===== src/rtl/timer.sv =====
// timer -- DMG timer peripheral on the CPU system bus.
//
// Holds DIV/TIMA/TMA/TAC at BASE_ADDR..BASE_ADDR+3 and raises a one-clk
// interrupt request when TIMA overflows. One clk is one T-cycle (4 MHz).
//
// Ports:
//   clk          system clock
//   reset        synchronous reset, active high
//   bus_addr     CPU bus address
//   bus_enable   access strobe, one clk per M-cycle
//   bus_write    1 = write, 0 = read (qualified by bus_enable)
//   bus_wdata    CPU write data
//   bus_rdata    registered read data, holds until the next selected read
//   bus_selected combinational address decode for BASE_ADDR..BASE_ADDR+3
//   irq_timer    one-clk timer interrupt request pulse
//
// Configuration macro: TIMER_OVERFLOW_DELAY_EN
//   defined   : TIMA reads 00 for 4 clks after overflow, then reloads from TMA
//               and pulses irq_timer (hardware-accurate reload window).
//   undefined : overflow loads TMA and pulses irq_timer in the same clk.

module timer #(
  parameter logic [15:0] BASE_ADDR = 16'hFF04,
  parameter logic [15:0] RESET_DIV = 16'hABCC
) (
  input  logic        clk,
  input  logic        reset,
  input  logic [15:0] bus_addr,
  input  logic        bus_enable,
  input  logic        bus_write,
  input  logic [7:0]  bus_wdata,
  output logic [7:0]  bus_rdata,
  output logic        bus_selected,
  output logic        irq_timer
);

`ifdef TIMER_OVERFLOW_DELAY_EN
  typedef enum logic [1:0] {
    OVF_IDLE,
    OVF_PENDING,
    OVF_RELOAD
  } ovf_state_t;

  ovf_state_t ovf_state;
  logic [1:0] pend_cnt;
`endif

  logic [15:0] div_ctr;
  logic [7:0]  tima;
  logic [7:0]  tma;
  logic [2:0]  tac;

  logic [15:0] offset;
  logic        rd_en;
  logic        wr_div;
  logic        wr_tima;
  logic        wr_tma;
  logic        wr_tac;
  logic [15:0] div_next;
  logic [7:0]  tma_next;
  logic [2:0]  tac_next;
  logic        sig_pre_bit;
  logic        sig_post_bit;
  logic        sig_pre;
  logic        sig_post;
  logic        tick;
  logic [7:0]  rd_value;

  // Decode as an offset from the base so a window near FFFF still works.
  always_comb begin
    offset       = bus_addr - BASE_ADDR;
    bus_selected = (offset[15:2] == 14'd0);
    rd_en        = bus_enable & bus_selected & ~bus_write;
    wr_div       = bus_enable & bus_selected & bus_write & (offset[1:0] == 2'd0);
    wr_tima      = bus_enable & bus_selected & bus_write & (offset[1:0] == 2'd1);
    wr_tma       = bus_enable & bus_selected & bus_write & (offset[1:0] == 2'd2);
    wr_tac       = bus_enable & bus_selected & bus_write & (offset[1:0] == 2'd3);
  end

  always_comb begin
    div_next = wr_div ? '0 : div_ctr + 16'd1;
    tma_next = wr_tma ? bus_wdata : tma;
    tac_next = wr_tac ? bus_wdata[2:0] : tac;
  end

  // The tick is a falling edge of the selected divider tap, evaluated across
  // the edge with both the old and the new DIV/TAC. This is what lets DIV
  // writes and TAC changes produce a spurious increment.
  always_comb begin
    sig_pre_bit = 1'b0;
    case (tac[1:0])
      2'b00:   sig_pre_bit = div_ctr[9];
      2'b01:   sig_pre_bit = div_ctr[3];
      2'b10:   sig_pre_bit = div_ctr[5];
      default: sig_pre_bit = div_ctr[7];
    endcase
    sig_post_bit = 1'b0;
    case (tac_next[1:0])
      2'b00:   sig_post_bit = div_next[9];
      2'b01:   sig_post_bit = div_next[3];
      2'b10:   sig_post_bit = div_next[5];
      default: sig_post_bit = div_next[7];
    endcase
    sig_pre  = tac[2] & sig_pre_bit;
    sig_post = tac_next[2] & sig_post_bit;
    tick     = sig_pre & ~sig_post;
  end

  always_comb begin
    rd_value = '1;
    case (offset[1:0])
      2'd0:    rd_value = div_ctr[15:8];
      2'd1:    rd_value = tima;
      2'd2:    rd_value = tma;
      default: rd_value = {5'b11111, tac};
    endcase
  end

  always_ff @(posedge clk) begin
    if (reset) begin
      div_ctr   <= RESET_DIV;
      tima      <= '0;
      tma       <= '0;
      tac       <= '0;
      bus_rdata <= '1;
      irq_timer <= 1'b0;
`ifdef TIMER_OVERFLOW_DELAY_EN
      ovf_state <= OVF_IDLE;
      pend_cnt  <= '0;
`endif
    end else begin
      div_ctr   <= div_next;
      tma       <= tma_next;
      tac       <= tac_next;
      irq_timer <= 1'b0;
      if (rd_en) begin
        bus_rdata <= rd_value;
      end
`ifdef TIMER_OVERFLOW_DELAY_EN
      case (ovf_state)
        // Reload clk: TIMA follows TMA (including a TMA written now);
        // TIMA writes and ticks are discarded.
        OVF_RELOAD: begin
          tima      <= tma_next;
          ovf_state <= OVF_IDLE;
        end
        // TIMA sits at 00; a CPU write here cancels reload and interrupt.
        OVF_PENDING: begin
          if (wr_tima) begin
            tima      <= bus_wdata;
            ovf_state <= OVF_IDLE;
          end else if (pend_cnt == 2'd3) begin
            tima      <= tma_next;
            irq_timer <= 1'b1;
            ovf_state <= OVF_RELOAD;
          end else begin
            pend_cnt <= pend_cnt + 2'd1;
          end
        end
        default: begin
          if (wr_tima) begin
            tima <= bus_wdata;
          end else if (tick) begin
            if (tima == 8'hFF) begin
              tima      <= '0;
              pend_cnt  <= '0;
              ovf_state <= OVF_PENDING;
            end else begin
              tima <= tima + 8'd1;
            end
          end
        end
      endcase
`else
      if (wr_tima) begin
        tima <= bus_wdata;
      end else if (tick) begin
        if (tima == 8'hFF) begin
          tima      <= tma_next;
          irq_timer <= 1'b1;
        end else begin
          tima <= tima + 8'd1;
        end
      end
`endif
    end
  end

endmodule


===== config.mk =====
export PLATFORM = sky130hd
export DESIGN_NAME = timer
export DESIGN_NICKNAME = d
export VERILOG_FILES = /design/src/rtl/timer.sv
export SDC_FILE = /design/constraint.sdc
export NUM_CORES = 1
export LEC_CHECK = 0
export ABC_CLOCK_PERIOD_IN_PS = 7700
export BUFFER_PORTS_ARGS = -buffer_cell sky130_fd_sc_hd__buf_2
export CAP_MARGIN = 5
export CORE_MARGIN = 8
export CORE_UTILIZATION = 50
export DETAILED_ROUTE_END_ITERATION = 12
export PLACE_DENSITY = 0.79
export SLEW_MARGIN = 20
export SYNTH_ARGS = -nofsm -noshare
export SYNTH_HDL_FRONTEND = slang
export SYNTH_SLANG_ARGS = --single-unit

===== constraint.sdc =====
create_clock -name clk -period 7.7 [get_ports clk]
set_input_delay 0.77 -clock clk [delete_from_list [all_inputs] [get_ports clk]]
set_output_delay 0.77 -clock clk [all_outputs]
set_load 0.02 [all_outputs]

After elaboration in Yosys (flattened, before gate mapping)
Index checks and enable logic that the tools add are counted.

storage, ports and cells
  bits in registers = 44
  bits in latches = 0
  memory bits (writable) = 0
  bits in read-only memories = 0
  output and inout port bits = 10
  logic and storage cells = 48
  memories kept = 0

cells by class
  $add $sub $neg = 3
  multiply operators = 0
  div/mod/pow operators = 0
  $lt $le $gt $ge = 0
  eq/ne operators = 8
  shift-type cells = 0
  muxes and demuxes = 10
  bitwise gates (word level) = 13
  reductions and logical operators = 7

operators by type and width
  kind                      count
  $mux W8                   4
  $pmux W8 S3               1
  $add A16 B1 Y16 const B   1
  $mux W16                  1
  $sub A16 B16 Y16 const B  1
  $logic_not A14 Y1         1
  $and A1 B1 Y1             10
  $add A8 B1 Y8 const B     1
  $eq A2 B2 Y1 const B      4
  $eq A8 B8 Y1 const B      1
  $eq A2 B1 Y1 const B      3
  $logic_not A2 Y1          3
  $pmux W1 S3               2
  $mux W3                   1
  $not A1 Y1                3
  $reduce_or A3 Y1          1
  $reduce_bool A2 Y1        1
  $reduce_or A2 Y1          1
  $mux W1                   1

Longest topological paths before layout
Gate-level depths: netlist (run 1).

  depth in word-level cells = 13
  mapped depth = 11
  mapped depth without buffers = 9

Worst setup path before layout (run 1)
OpenSTA, ideal clock, no wires.

  kind = input-to-reg
  start = in bus_addr[3]
  end = reg tima[7]
  arrival time = 3.280 ns
  required time = 7.626 ns
  path slack = 4.346 ns
  stages = 10
  path buffers = 1
  path through = or4b_1 > or4_1 > buf_6 > clkinv_8 > a21oi_1 > a211o_1 > a32oi_2 > o21bai_2 > or4b_1 > o21ai_0

on the way
  cells in the longest elaborated chain, start to end = 12
  elaborated cells on any way between the ends = 22
  classes of those cells = add/sub: 1; eq/ne: 2; mux: 7; bitwise: 9; reduce/logical: 3

RTL lines
  element                               RTL line  text
  from (decl)                           28        input logic [15:0] bus_addr,
  $sub A16 B16 Y16 (*)                  71        offset = bus_addr - BASE_ADDR;
  $logic_not A14 Y1 (*)                 72        bus_selected = (offset[15:2] == 14'd0);
  named net bus_selected                33        output logic bus_selected,
  $and A1 B1 Y1 (*) (2 in a row)        --
  $and A1 B1 Y1                         77        wr_tac = bus_enable & bus_selected & bus_write & (offset[1:0] == 2'd3);
  $mux W3                               83        tac_next = wr_tac ? bus_wdata[2:0] : tac;
  $eq A2 B2 Y1 (tied with other cells)  98        case (tac_next[1:0])
  $pmux W1 S3                           98
  $and A1 B1 Y1                         105       sig_post = tac_next[2] & sig_post_bit;
  $not A1 Y1                            106       tick = sig_pre & ~sig_post;
  $and A1 B1 Y1                         106
  $reduce_bool A2 Y1 (no line)          --
  to (signal assigned)                  176       tima <= bus_wdata;
  to (signal assigned)                  179       tima <= tma_next;
  to (signal assigned)                  182       tima <= tima + 8'd1;
  to (decl)                             49        logic [7:0] tima;

The timed path passes the listed nets; every way through them passes the cells marked *. The select of a mux whose other input is x is not followed.
A chain may end at the register's enable or synchronous reset.

Worst setup path after layout (run 1)
  start = in bus_addr[3]
  end = reg tima[7]

on the way
  cells in the longest elaborated chain, start to end = 12
  elaborated cells on any way between the ends = 22
  classes of those cells = add/sub: 1; eq/ne: 2; mux: 7; bitwise: 9; reduce/logical: 3

RTL lines
  element                               RTL line
  $sub A16 B16 Y16 (*)                  71
  $logic_not A14 Y1 (*)                 72
  $and A1 B1 Y1 (*) (2 in a row)        --
  $and A1 B1 Y1                         77
  $mux W3                               83
  $eq A2 B2 Y1 (tied with other cells)  98
  $pmux W1 S3                           98
  $and A1 B1 Y1                         105
  $not A1 Y1                            106
  $and A1 B1 Y1                         106
  $reduce_bool A2 Y1 (no line)          --

Every way passes the cells marked *; elsewhere a longest branch is shown, timed or not. The select of a mux whose other input is x is not followed.

==> results.cfg, run 1 <==
[clocking]
cts_tree = built
cts_resized = 0
clock_path_buffers = 2
cts.sink_count = 44
post-cts-setup-buffer-count = 0
ctsHoldBuffers = 0
cts_buffers = 5
htreeDepth = 2
clock_latency_ns = 0.30
cts_root_buf = clkbuf_8
clk_pin_slew_ns = 0.09

[placement]
post-place-cells = 350
port_buffers = 37
dp_hpwl_mm = 4.351
dp_slack_ns = 3.809
place_congestion = 0.9587

[critical_path]
reg2reg_slack_ns = 5.23
required_ns = 7.93
arrival_ns = 3.84
cp-end-kind = register
crit_fanout = 13
start_kind = input port
critPathKind = in2reg

[global_route]
grt_pass1_wl_mm = 9.894
grtUsageTotal_pct = 17.00
grt_remaining_overflow = 0
grt_pass1_vias = 2091
grt_max_degree = 40
antenna_found_initial = 0

[routing]
routed_wl_mm = 5.824
vias = 2147
viasPerCell = 6.014
drtIter0Drc = 135
detail-route-antenna-nets = 0
wl_per_cell_microns = 16.31
first_pass_iters = 4
drc = 0

[timing]
hold_viol = 0
grt_setup_unrepaired = no
fin_skew_ns = 0.009406
clock.fmax_mhz = 277.4
fin_ws_ns = 4.095
min_period_ns = 3.605
worst_pin_slew_ns = 0.6802
maxSlewViolCount = 0
slew_headroom_pct = 54.65
setup_tns_ns = 0
setup_violations = 0
period_share_pct = 46.81

[finish]
drive_above_1_share_pct = 21.12
instances_no_fill = 357
diodes = 0
layout-area-overhead-vs-synth_pct = 11.39
layout.nets = 333
post-route-util_pct = 57.09

[logic_synthesis]
synth_ff_type = dfxtp_1
yosys_warnings = 0
postSynthAreaPerCell_sq_um = 8.841
yosysUniqueCellTypes = 49
ys_seq_elements = 44
yosysTopAreaCell = dfxtp_1
synthTopCellsByArea = dfxtp_1 37%, nor2_1 5.2%, mux2i_1 4.6%
syn_nets = 302
async_flop_share_pct = 0
synth-seq-area-share_pct = 36.63
synth_edf_count = 0
syn-cell-area_sq_um = 2405
synthCells = 272
yosysTopAreaCellShare_pct = 36.63

[min_path]
hp-class = reg2reg

[floorplanning]
ios = 38
dieArea_sq_um = 7285
coreArea_sq_um = 4692
row_count = 25
fp.dieW_microns = 85.35
die_h_microns = 85.35
start_util_pct = 51.25

[power_and_ir_drop]
p_leak_nw = 1.017
peakVddDrop_v = 0.0001282
powerDensity_nw_per_um2 = 150.9

[job]
maxCapViolations = 0

[outcome]
status = finished clean
-- cell usage after synthesis, drive strengths merged (2+ instances only) --
| library cell | count |
|---|---|
| a31oi | 4 |
| o21ba | 2 |
| nor2b | 7 |
| o21bai | 9 |
| inv | 7 |
| clkbuf | 9 |
| buf | 5 |
| nand3b | 2 |
| ha | 2 |
| or3 | 3 |
| a211oi | 5 |
| nand2b | 4 |
| xor2 | 7 |
| nand4 | 6 |
| nor4 | 2 |
| o311ai | 2 |
| and3 | 6 |
| nor2 | 33 |
| mux2i | 11 |
| o21ai | 15 |
| mux2 | 6 |
| or4b | 2 |
| mux4 | 4 |
| nand3 | 11 |
| dfxtp | 44 |
| xnor2 | 5 |
| nor3 | 3 |
| o22ai | 6 |
| a211o | 9 |
| nand2 | 18 |
| o211ai | 3 |
| a21oi | 7 |
-- worst max-delay path, stage by stage --
cell and delay, ns:
buf_2 0.09, or4b_1 0.50, or4_1 0.78, nor2_1 0.34, mux2i_1 0.42, o21bai_2 0.27
or4b_1 0.57, o21ai_0 0.09
-- cell usage in the layout (no fill, tap or decap), drive strengths merged, types with 6 or more instances in the layout --
| master | count |
|---|---|
| xor2 | 7 |
| o21bai | 9 |
| nor2b | 7 |
| mux2i | 11 |
| nor2 | 33 |
| a21oi | 7 |
| dfxtp | 44 |
| nand3 | 11 |
| a211o | 9 |
| nand2 | 18 |
| inv | 7 |
| nand4 | 6 |
| o21ai | 15 |
| and3 | 6 |
| buf | 38 |
| mux2 | 6 |
| o22ai | 6 |
-- kinds of logic (layout without fill, tap and decap cells) --
| kind of cell | count (synthesis) | in the layout | synth area share (%) |
|---|---|---|---|
| AND/OR/NAND/NOR | 103 | 103 | 22.32 |
| buffers and inverters | 22 | 53 | 4.579 |
| flip-flops | 44 | 44 | 36.63 |
| multiplexers | 21 | 21 | 11.13 |
| AO/OA/AOI/OAI | 68 | 68 | 19.93 |
| XOR/XNOR | 12 | 12 | 4.370 |
| adder cells (fa/ha/maj) | 2 | 2 | 1.040 |
-- metrics by stage --
step                power (W)  hold WS [ns]  cell area (sq um)
floorplan           0.0002547        0.4531               2405
global placement    0.0002660        0.4414               2597
detailed placement  0.0002667        0.4437               2597
CTS                 0.0004060        0.4636               2679
global route        0.0004171        0.4850               2679
finish              0.0004041        0.4619               2679
-- flip-flops by register name, indices dropped and copies added, names as in the netlist --
name,cells
irq_timer,1
tma,8
bus_rdata,8
tima,8
tac,3
div_ctr,16
-- report_power, final --
group          internal, W  switching (W)
registers         0.000229     0.00000270
logic            0.0000134      0.0000160
clock network    0.0000615      0.0000812
total             0.000304      0.0000998
-- metal layers --
layer | GRT usage, % | vias to the layer above | routed length (microns)
li1 | - | 1055 | -
met4 | 7.803 | 0 | 112
met3 | 4.151 | 10 | 322
met5 | 0 | - | 0
met1 | 18.87 | 1029 | 2459
met2 | 29.83 | 53 | 2929
-- final cells by class --
type                       instances  area [sq um]
fill                             438          2013
multi-input combinational        206          1414
sequential                        44         880.8
timing repair buffer              38         192.7
clock buffer                       5         68.82
tap                               54         67.56
inverter                           8         42.54
clock inverter                     2         12.51
-- final timing paths --
kind | startpoint | to | depth (start not counted)
max | bus_addr[3] | tima[7]$_SDFFE_PP0P_ | 8
max reg2reg | div_ctr[3]$_SDFF_PP1_ | tima[7]$_SDFFE_PP0P_ | 8
min | bus_rdata[3]$_SDFFE_PP1P_ | bus_rdata[3]$_SDFFE_PP1P_ | 1
min reg2reg | bus_rdata[3]$_SDFFE_PP1P_ | bus_rdata[3]$_SDFFE_PP1P_ | 1
Power figures use the tool's default switching activity.
==> inputs of run 2 (changes only) <==
- ABC_AREA: not set -> 1
- ABC_CLOCK_PERIOD_IN_PS: 7700 -> 2900
- PLACE_DENSITY: 0.79 -> 0.81
- clock period: 7.7 -> 2.9 ns (I/O delays scaled with it)
==> results.cfg, run 2 <==
[clocking]
cts_root_buf = clkbuf_8
cts.sink_count = 44
cts_tree = built
cts_buffers = 5
htreeDepth = 2
post-cts-setup-buffer-count = 0
clock_latency_ns = 0.30
clock_path_buffers = 2
cts_resized = 0
ctsHoldBuffers = 0
clk_pin_slew_ns = 0.09

[timing]
clock.fmax_mhz = 486.1
slew_headroom_pct = 65.13
worst_pin_slew_ns = 0.5216
hold_viol = 0
min_period_ns = 2.057
fin_skew_ns = 0.01143
grt_setup_unrepaired = no
maxSlewViolCount = 0
setup_violations = 0
setup_tns_ns = 0
period_share_pct = 70.94

[finish]
multi_input_area_sq_um = 1580
layout-area-overhead-vs-synth_pct = 12.20
regArea_sq_um = 880.8
fill_cells = 493
largest_reg_flops = 16
diodes = 0
layout.nets = 464
drive_above_1_share_pct = 20.69
layout_commonest_cell = nand2_1
post-route-util_pct = 58.49
layout_common_cells = 87 x nand2_1, 46 x inv_1, 45 x nor2_1, 44 x dfxtp_1, 37 x buf_2
max_flop_register = div_ctr

[global_route]
grtUsageTotal_pct = 17.64
grt_pass1_vias = 2465
antenna_found_initial = 0
grt_remaining_overflow = 0
grt_max_degree = 26
grt_pass1_wl_mm = 11.07

[floorplanning]
coreArea_sq_um = 5172
fp.dieW_microns = 89.44
row_count = 26
start_util_pct = 52.13
ios = 38
die_h_microns = 89.44
dieArea_sq_um = 7999

[critical_path]
reg2reg_slack_ns = 0.84
r2r_end = tima[5]$_SDFFE_PP0P_
start_kind = register
cp-end-kind = register
critPathKind = reg2reg
crit_start = tima[1]$_SDFFE_PP0P_
r2r-start = tima[1]$_SDFFE_PP0P_
crit_end = tima[5]$_SDFFE_PP0P_
crit_fanout = 9
required_ns = 3.14
rr_worst_depth = 11
arrival_ns = 2.30

[outcome]
status = finished clean

[logic_synthesis]
synth-seq-area-share_pct = 32.67
yosysTopAreaCellShare_pct = 32.67
synth_ff_type = dfxtp_1
synthTopCellsByArea = dfxtp_1 33%, nand2_1 12%, inv_1 6.4%
postSynthAreaPerCell_sq_um = 6.775
synth_edf_count = 0
yosys_warnings = 0
synthCells = 398
yosysTopAreaCell = dfxtp_1
yosysMostFrequentCell = nand2_1
syn_nets = 428
yosysUniqueCellTypes = 40
syn-cell-area_sq_um = 2696
ys_seq_elements = 44
async_flop_share_pct = 0
synth_common_cells = 87 x nand2_1, 46 x inv_1, 45 x nor2_1

[placement]
dp_hpwl_mm = 5.241
place_congestion = 0.9283
port_buffers = 37

[power_and_ir_drop]
powerDensity_nw_per_um2 = 367.7
power_switching_w = 0.0002785
p_leak_nw = 1.348
p_clk_share_pct = 35.9
p_comb_share_pct = 9.0
switching_share_pct = 25.04
p_int_w = 0.0008340
peakVddDrop_v = 0.0002926
p_seq_share_pct = 55.1

[routing]
wl_per_cell_microns = 13.06
drc = 0
first_pass_iters = 5
routed_wl_mm = 6.595
drtIter0Drc = 236
vias = 2689
viasPerCell = 5.325
detail-route-antenna-nets = 0

[job]
maxCapViolations = 0

[min_path]
hp-class = in2reg
run 2: changes by cell type in the layout (fill, tap and decap cells not counted), moves of 12 or more:
cell,before,now
nand3_1,11,33
nor2_1,33,45
nand2_1,18,87
inv_1,7,46
run 2: cell type report:
| cell class | instances | share of cell area, % |
|---|---|---|
| timing repair buffer | 38 | 6.369 |
| sequential | 44 | 29.11 |
| tap | 70 | 2.895 |
| clock buffer | 6 | 2.730 |
| clock inverter | 2 | 0.3309 |
| multi-input combinational | 294 | 52.23 |
| inverter | 51 | 6.328 |
run 2: cell families (layout without fill, tap and decap cells):
logic type      count (synthesis)  after routing  synth area share, %
compound gates                 76             76                17.31
fa+ha+maj                       2              2               0.9279
flops                          44             44                32.67
simple gates                  210            210                38.42
xor+xnor                        6              6                1.949
buf+inv                        60             97                8.724
run 2: layer usage:
metal	routed length, microns	GRT usage (%)	share of wire, %	vias to the layer above
met2	3190	29.63	48	95
met1	2882	21.17	44	1211
met3	445	3.676	6.7	9
met5	0	0	0	-
met4	76	7.553	1.2	0
li1	-	-	-	1374
run 2: how the worst min path moves through the flow:
stage	startpoint	end	slack (ns)	cells past startpoint
after floorplan	div_ctr[0]$_SDFF_PP0_	div_ctr[0]$_SDFF_PP0_	0.42	1
after global placement	div_ctr[0]$_SDFF_PP0_	div_ctr[0]$_SDFF_PP0_	0.43	1
after detailed placement	div_ctr[0]$_SDFF_PP0_	div_ctr[0]$_SDFF_PP0_	0.45	1
after CTS	bus_wdata[7]	tma[7]$_SDFF_PP0_	0.29	3
after global routing	bus_wdata[7]	tma[7]$_SDFF_PP0_	0.30	3
final	bus_wdata[7]	tma[7]$_SDFF_PP0_	0.30	3
run 2: critical path: stages, from the launching register on:
cell and delay (ns):
dfxtp_1 0.41, ha_1 0.22, nand2_1 0.08, nor3_1 0.22, nand2_1 0.14, nor2_2 0.29
inv_1 0.17, o21ai_0 0.10, nand3_1 0.09, nand2_1 0.11, nand2_2 0.06, a21oi_2 0.11
run 2: per-stage QoR:
stage               hold slack (ns)  worst slack [ns]  instances  total power, W  cell area, sq um
floorplan                    0.4179             1.077        398       0.0006855              2696
global placement             0.4331            0.6828        497       0.0007239              2933
detailed placement           0.4451            0.6653        497       0.0007273              2933
CTS                          0.2880            0.8979        505        0.001123              3025
global route                 0.2953            0.6300        505        0.001162              3025
finish                       0.3006            0.8429        505        0.001112              3025
run 2: power groups by stage:
stage	Sequential, W	Combinational (W)	Clock [W]
final	0.000613	0.000100	0.000399
after floorplan	0.000626	0.0000591	0
after CTS	0.000613	0.000100	0.000410
after global placement	0.000627	0.0000965	0
after detailed placement	0.000627	0.0000999	0
after global routing	0.000614	0.000113	0.000435
